## src/rtl/seq_div16_pkg.sv

```systemverilog
// Purpose : shared types and constants for the sequential restoring divider.
// Latency : n/a (declarations only).
// Backpressure : n/a.
package seq_div16_pkg;

  // Default operand/result width; also the number of iterations per divide.
  localparam int DIV_WIDTH = 16;

  // Quotient reported on divide-by-zero: all ones.
  localparam logic [DIV_WIDTH-1:0] DIV_ZERO_Q = '1;

  typedef enum logic [1:0] {
    ST_IDLE = 2'b00,
    ST_RUN  = 2'b01,
    ST_DONE = 2'b10
  } div_state_e;

endpackage : seq_div16_pkg

```

## src/rtl/seq_div16_if.sv

```systemverilog
// Purpose : request/result bundle between the issuing stage and the divider.
// Latency : n/a (wiring only).
// Backpressure : issuer holds off while busy; start is ignored during a run.
//
// Signals:
//   start     - request strobe, sampled only when the divider is idle or done
//   dividend  - numerator, captured on an accepted start
//   divisor   - denominator, captured on an accepted start
//   busy      - high while iterating
//   done      - one-cycle pulse, quotient/remainder/dz valid
//   quotient  - result quotient, held until the next accepted start
//   remainder - result remainder, held until the next accepted start
//   dz        - divide-by-zero flag of the last completed operation
interface seq_div16_if
  import seq_div16_pkg::*;
#(
  parameter int WIDTH = DIV_WIDTH
);

  logic             start;
  logic [WIDTH-1:0] dividend;
  logic [WIDTH-1:0] divisor;
  logic             busy;
  logic             done;
  logic [WIDTH-1:0] quotient;
  logic [WIDTH-1:0] remainder;
  logic             dz;

  // Issuing side.
  modport master (
    output start, dividend, divisor,
    input  busy, done, quotient, remainder, dz
  );

  // Divider side.
  modport slave (
    input  start, dividend, divisor,
    output busy, done, quotient, remainder, dz
  );

endinterface : seq_div16_if

```

## src/rtl/seq_div16_trial_sub.sv

```systemverilog
// Purpose : trial subtract of one restoring-division step (shifted remainder - divisor).
// Latency : combinational.
// Backpressure : none.
//
// Ports:
//   rem_shift - partial remainder after the left shift, WIDTH+1 bits
//   divisor   - latched divisor
//   diff      - low WIDTH bits of the difference (meaningful when borrow=0)
//   borrow    - borrow-out; 1 means divisor does not fit and the step restores
module div_trial_sub
  import seq_div16_pkg::*;
#(
  parameter int WIDTH = DIV_WIDTH
) (
  input  logic [WIDTH:0]   rem_shift,
  input  logic [WIDTH-1:0] divisor,
  output logic [WIDTH-1:0] diff,
  output logic             borrow
);

  // One extra bit above the WIDTH+1 operands carries the borrow-out.
  logic [WIDTH+1:0] full_diff;
  // The remainder always stays below the divisor, so the shifted value is
  // below 2*divisor and a non-borrowing difference fits in WIDTH bits;
  // bit WIDTH is therefore always zero when it matters.
  logic             diff_msb_unused;

  assign full_diff       = {1'b0, rem_shift} - {2'b00, divisor};
  assign borrow          = full_diff[WIDTH+1];
  assign diff            = full_diff[WIDTH-1:0];
  assign diff_msb_unused = full_diff[WIDTH];

endmodule : div_trial_sub

```

## src/rtl/seq_div16.sv

```systemverilog
// Purpose : multi-cycle unsigned restoring divider, one quotient bit per cycle.
// Latency : done pulses WIDTH cycles after the accept edge; 1 cycle on divide-by-zero.
// Backpressure : busy high while running; start during a run is ignored.
//
// Ports:
//   clk   - rising-edge clock
//   rst_n - asynchronous active-low reset (aborts a run, no done issued)
//   bus   - slave side of seq_div16_if (start/operands in, busy/done/results out)
module seq_div16
  import seq_div16_pkg::*;
#(
  parameter int WIDTH = DIV_WIDTH
) (
  input  logic         clk,
  input  logic         rst_n,
  seq_div16_if.slave   bus
);

  // Counter must reach WIDTH after the final increment.
  localparam int CNT_W = $clog2(WIDTH + 1);

  div_state_e       state_q, state_d;
  logic [CNT_W-1:0] cnt_q, cnt_d;
  logic [WIDTH-1:0] quo_q, quo_d;
  logic [WIDTH-1:0] rem_q, rem_d;
  logic [WIDTH-1:0] dvsr_q, dvsr_d;
  logic             dz_q, dz_d;
  logic             busy_q, busy_d;
  logic             done_q, done_d;

  logic [WIDTH:0]   rem_shift;
  logic [WIDTH-1:0] trial_diff;
  logic             trial_borrow;

  // {rem,quo} shifted left by one: the quotient MSB moves into the remainder.
  assign rem_shift = {rem_q, quo_q[WIDTH-1]};

  div_trial_sub #(.WIDTH(WIDTH)) u_trial (
    .rem_shift (rem_shift),
    .divisor   (dvsr_q),
    .diff      (trial_diff),
    .borrow    (trial_borrow)
  );

  always_comb begin
    state_d = state_q;
    cnt_d   = cnt_q;
    quo_d   = quo_q;
    rem_d   = rem_q;
    dvsr_d  = dvsr_q;
    dz_d    = dz_q;

    case (state_q)
      ST_IDLE, ST_DONE: begin
        // DONE always falls back to IDLE unless a new request arrives.
        state_d = ST_IDLE;
        if (bus.start) begin
          dvsr_d = bus.divisor;
          cnt_d  = '0;
          if (bus.divisor == '0) begin
            quo_d   = DIV_ZERO_Q;
            rem_d   = bus.dividend;
            dz_d    = 1'b1;
            state_d = ST_DONE;
          end else begin
            quo_d   = bus.dividend;
            rem_d   = '0;
            dz_d    = 1'b0;
            state_d = ST_RUN;
          end
        end
      end

      ST_RUN: begin
        // Restore on borrow: keep the shifted remainder (it fits in WIDTH
        // bits because it is below the divisor in that case).
        quo_d = {quo_q[WIDTH-2:0], ~trial_borrow};
        rem_d = trial_borrow ? rem_shift[WIDTH-1:0] : trial_diff;
        cnt_d = cnt_q + CNT_W'(1);
        if (cnt_q == CNT_W'(WIDTH - 1)) begin
          state_d = ST_DONE;
        end
      end

      default: state_d = ST_IDLE;
    endcase

    // Status outputs are registered versions of the next state.
    busy_d = (state_d == ST_RUN);
    done_d = (state_d == ST_DONE);
  end

  always_ff @(posedge clk or negedge rst_n) begin
    if (!rst_n) begin
      state_q <= ST_IDLE;
      cnt_q   <= '0;
      quo_q   <= '0;
      rem_q   <= '0;
      dvsr_q  <= '0;
      dz_q    <= 1'b0;
      busy_q  <= 1'b0;
      done_q  <= 1'b0;
    end else begin
      state_q <= state_d;
      cnt_q   <= cnt_d;
      quo_q   <= quo_d;
      rem_q   <= rem_d;
      dvsr_q  <= dvsr_d;
      dz_q    <= dz_d;
      busy_q  <= busy_d;
      done_q  <= done_d;
    end
  end

  assign bus.busy      = busy_q;
  assign bus.done      = done_q;
  assign bus.quotient  = quo_q;
  assign bus.remainder = rem_q;
  assign bus.dz        = dz_q;

endmodule : seq_div16
```

## src/flat_wrapper.sv

```systemverilog
// flat-port wrapper written by rule: the top's interface ports become plain ports
module seq_div16_flat import seq_div16_pkg::*;
#(
  parameter int WIDTH = DIV_WIDTH
)
  (clk, rst_n, bus_start, bus_dividend, bus_divisor, bus_busy, bus_done, bus_quotient, bus_remainder, bus_dz);
  seq_div16_if #(.WIDTH(WIDTH)) bus_i ();
  input  logic clk;
  input  logic rst_n;
  input wire logic [$bits(bus_i.start)-1:0] bus_start;
  input wire logic [$bits(bus_i.dividend)-1:0] bus_dividend;
  input wire logic [$bits(bus_i.divisor)-1:0] bus_divisor;
  output wire logic [$bits(bus_i.busy)-1:0] bus_busy;
  output wire logic [$bits(bus_i.done)-1:0] bus_done;
  output wire logic [$bits(bus_i.quotient)-1:0] bus_quotient;
  output wire logic [$bits(bus_i.remainder)-1:0] bus_remainder;
  output wire logic [$bits(bus_i.dz)-1:0] bus_dz;
  assign bus_i.start = bus_start;
  assign bus_i.dividend = bus_dividend;
  assign bus_i.divisor = bus_divisor;
  assign bus_busy = bus_i.busy;
  assign bus_done = bus_i.done;
  assign bus_quotient = bus_i.quotient;
  assign bus_remainder = bus_i.remainder;
  assign bus_dz = bus_i.dz;
  seq_div16 #(.WIDTH(WIDTH)) u_core (.clk(clk), .rst_n(rst_n), .bus(bus_i));
endmodule
```

## config.mk

```make
export PLATFORM = sky130hd
export DESIGN_NAME = seq_div16_flat
export DESIGN_NICKNAME = d
export VERILOG_FILES = /design/src/rtl/seq_div16_pkg.sv /design/src/rtl/seq_div16_if.sv /design/src/rtl/seq_div16_trial_sub.sv /design/src/rtl/seq_div16.sv /design/src/flat_wrapper.sv
export SDC_FILE = /design/constraint.sdc
export NUM_CORES = 1
export LEC_CHECK = 0
export ABC_CLOCK_PERIOD_IN_PS = 2700
export BUFFER_PORTS_ARGS = -buffer_cell sky130_fd_sc_hd__buf_2
export CAP_MARGIN = 10
export CORE_ASPECT_RATIO = 0.5
export CORE_MARGIN = 4
export CORE_UTILIZATION = 30
export CTS_CLUSTER_DIAMETER = 120
export DETAILED_ROUTE_END_ITERATION = 10
export GPL_TIMING_DRIVEN = 0
export SLEW_MARGIN = 20
export SYNTH_ARGS = -nofsm -noshare
export SYNTH_HDL_FRONTEND = slang
export SYNTH_HIERARCHICAL = 1
export SYNTH_SLANG_ARGS = --single-unit
```

## constraint.sdc

```tcl
create_clock -name clk -period 2.7 [get_ports clk]
set_input_delay 0.54 -clock clk [delete_from_list [all_inputs] [get_ports clk]]
set_output_delay 0.54 -clock clk [all_outputs]
set_load 0.02 [all_outputs]
```

==> summary.txt <==
Routing
  – Residual DRC: 0
  – Drt pass-1 iters: 4
  – Final WL: between 9 and 10 mm
  – Vias/cell: 4.86
  – WL/cell: 15.3 um
  – Via Count: between 2000 and 3000
  – DRT iter0 DRCs: 156
  – Antenna viol nets, final: 0

Global route
  – Initial antenna violation count: 0
  – GRT Total Usage: approximately 14%
  – Global route total overflow: 0
  – First-pass GRT wire length: between 15 and 20 mm
  – Vias in the first global route: ~3000
  – Largest net degree at the start of global routing: around 60

STA
  – Period minus WS final: about 2.6 ns
  – Tcrit/Tclk final: roughly 96%
  – Final-report hold violation count: 0
  – Slew Viols, Final: 0
  – Relative slew slack: about half
  – RSZ-0062 raised after global routing: true
  – Worst Tran Pin Value: approximately 0.74 ns
  – Max Freq: between 300 and 400 MHz
  – Worst Clk Skew: approximately 0.0021 ns
  – TNS Setup: 0 ns
  – Finish-stage setup viols: 0

Setup path
  – Reg2Reg Setup Slack: about 0.10 ns
  – Endpoint class of the critical path: flop
  – Worst Path Arrival: around 2.8 ns
  – Crit Path Max Fanout: 10
  – R2R Path End: u_core/bus.remainder[14]
  – Critical path launch point type: flop
  – Crit path kind: reg2reg
  – Cells on worst reg2reg path: 11
  – Reg-to-Reg Start: u_core/bus.remainder[9]
  – CP required: between 2 and 3 ns

Synthesis
  – Syn Area/Cell: 9.05 um^2
  – Number of synthesized flops with an enable pin: 0
  – Ys Warns: 6
  – Main synth FF type: dfrtp_1
  – Yosys top cell area share: a little over two fifths
  – Syn nets: roughly 430
  – Mapped Area: between 3000 and 4000 um^2
  – Yosys top cell by area: dfrtp_1
  – Cell variety after synth: 42
  – Most area-consuming cells after synthesis: dfrtp_1 (43%), nand2_1 (8.7%), ha_1 (6.7%)
  – Syn Inst Count: between 300 and 400
  – Synth Register Bits: slightly below 60
  – Async SR Flop Fraction: between 90% and 100%
  – Sequential share of the synthesized area: a little over two fifths

Clock tree
  – CTS H-tree lvls: 3
  – Clock buffer depth: 2
  – Clock transition at path regs: about 0.050 ns
  – CTS Sinks: 58
  – Number of buffers inserted by hold repair at cts: 0
  – Clock Latency Late Sink: about 0.32 ns
  – Num CTS Buffers: 9
  – Clock root buffer: clkbuf_16
  – CTS tree: yes

Die
  – Die area: 13100 um^2
  – # rows: 27
  – Die height: around 83 um
  – I/O pins: 70
  – Die width: approximately 160 um
  – Initial Util: 30.7%
  – Core box area: approximately 11000 um^2

Place
  – Placed cell count: around 590
  – Detailed Place HPWL: slightly below 7 mm
  – IO buf count: just under 70
  – Gpl congestion: slightly below 0.8

Worst hold path
  – Worst min-delay path class: in2async

Cells and area
  – Most common cell after layout, fill and taps aside: nand2_1
  – Synthesis-to-finish area growth: 28.3%
  – Finished Layout Cells: 609
  – Most frequent cells in the layout: nand2_1 (78), buf_2 (74), dfrtp_1 (55)
  – Fraction of layout cells with a size suffix above 1: 26.6%
  – Fin nets: roughly 500

Pwr
  – Leakage: 0.00209 uW
  – Sw Share: about 44%
  – Internal: ~4200 uW
  – Worst vdd ir: ~450 uV
  – Pwr/cell area: roughly 1700 nW/um^2
  – Comb power frac: about 63%
  – Reg power frac: 23.2%
  – Net switching power: between 3000 and 4000 uW
  – Clock share of power: between 10% and 20%

Flow run
  – Total of max-cap violations: 0

Outcome
  – Outcome: finished clean
## routing by layer
metal	GRT usage (%)	vias to the layer above	part of all wire [%]
li1	-	1481	-
met1	20.0	1404	48
met2	22.0	65	45
met3	4.06	8	5.3
met4	3.72	0	1.2
met5	0	-	0
## cells in the mapped netlist (all sizes together), types with 9 or more instances
cell / n
nand2: 78
dfrtp: 58
o21ai: 29
inv: 23
nor2: 23
ha: 18
mux2i: 17
a221o: 16
a22oi: 15
a21oi: 13
buf: 11
clkbuf: 9
xnor2: 9
## how the worst max path moves through the flow
stage / startpoint / endpoint / cells past startpoint
after global routing: u_core/bus.remainder[9] / u_core/bus.remainder[15] / 11
after detailed placement: u_core/bus.remainder[9] / u_core/bus.remainder[15] / 11
after floorplan: u_core/bus.remainder[9] / u_core/bus.remainder[1] / 11
after CTS: u_core/bus.quotient[15] / u_core/bus.remainder[14] / 12
final: u_core/bus.remainder[9] / u_core/bus.remainder[14] / 11
after global placement: u_core/bus.remainder[9] / u_core/bus.remainder[14] / 11
## cells by family (layout without fill, tap and decap cells)
logic type / Yosys count / in the layout / synth area share (%)
adder cells (fa/ha/maj): 19 / 19 / 7.25
AND/OR/NAND/NOR: 130 / 130 / 16.6
XOR/XNOR: 14 / 14 / 3.62
AO/OA/AOI/OAI: 93 / 93 / 19.0
buffers and inverters: 43 / 132 / 5.62
other: 0 / 1 / 0
flip-flops: 58 / 58 / 42.9
multiplexers: 17 / 17 / 5.03
## registers in the layout, indices dropped and copies added (netlist names)
signal and cells:
u_core/state_q 2, u_core/bus.quotient 16, u_core/bus.busy 1, u_core/bus.remainder 16, u_core/bus.dz 1, u_core/bus.done 1
u_core/dvsr_q 16, u_core/cnt_q 5
## layout make-up
type | instances | area [um^2]
inverter | 23 | 86.3
buffer | 19 | 109
clock inverter | 5 | 30.0
fill | 1133 | 6670
antenna | 1 | 2.50
clock buffer | 11 | 243
sequential | 58 | 1460
tap | 145 | 181
multi-input combinational | 273 | 1850
timing repair buffer | 74 | 385
## critical path: stages, from the launching register on
cell     delay [ns]
dfrtp_2        0.46
ha_4           0.28
a21o_1         0.17
a21o_1         0.17
a21oi_1        0.14
nand3_1        0.15
a41oi_2        0.23
buf_4          0.15
buf_6          0.16
mux2i_1        0.21
nor2_1         0.06
a221o_1        0.28
## timing repair
item                       CTS  global route
pin swaps                    3             7
cloned                       0             0
buffers inserted             2             3
setup endpoints to repair   10            16
resized for setup            5            22
## power by group through the flow
stage | registers [uW] | clock network [uW] | logic (uW)
2_1_floorplan | 1910 | 0 | 3050
3_3_place_gp | 1700 | 0 | 4190
3_5_place_dp | 1700 | 0 | 4260
4_1_cts | 1700 | 1060 | 4380
5_1_grt | 1800 | 1100 | 5230
6_report | 1730 | 1030 | 4690
## per-stage QoR
step | setup slack, ns | hold slack (ns) | utilization, % | power, uW | cell area [um^2]
finish | 0.0997 | 0.288 | 39.4 | 7450 | 4340
global route | -0.0420 | 0.353 | 39.4 | 8130 | 4340
CTS | 0.00722 | 0.323 | 38.4 | 7140 | 4230
detailed placement | -0.205 | 0.463 | 35.6 | 5970 | 3920
global placement | -0.251 | 0.459 | 35.5 | 5890 | 3910
floorplan | 0.0120 | 0.244 | - | 4960 | 3390
Power figures use the tool's default switching activity.
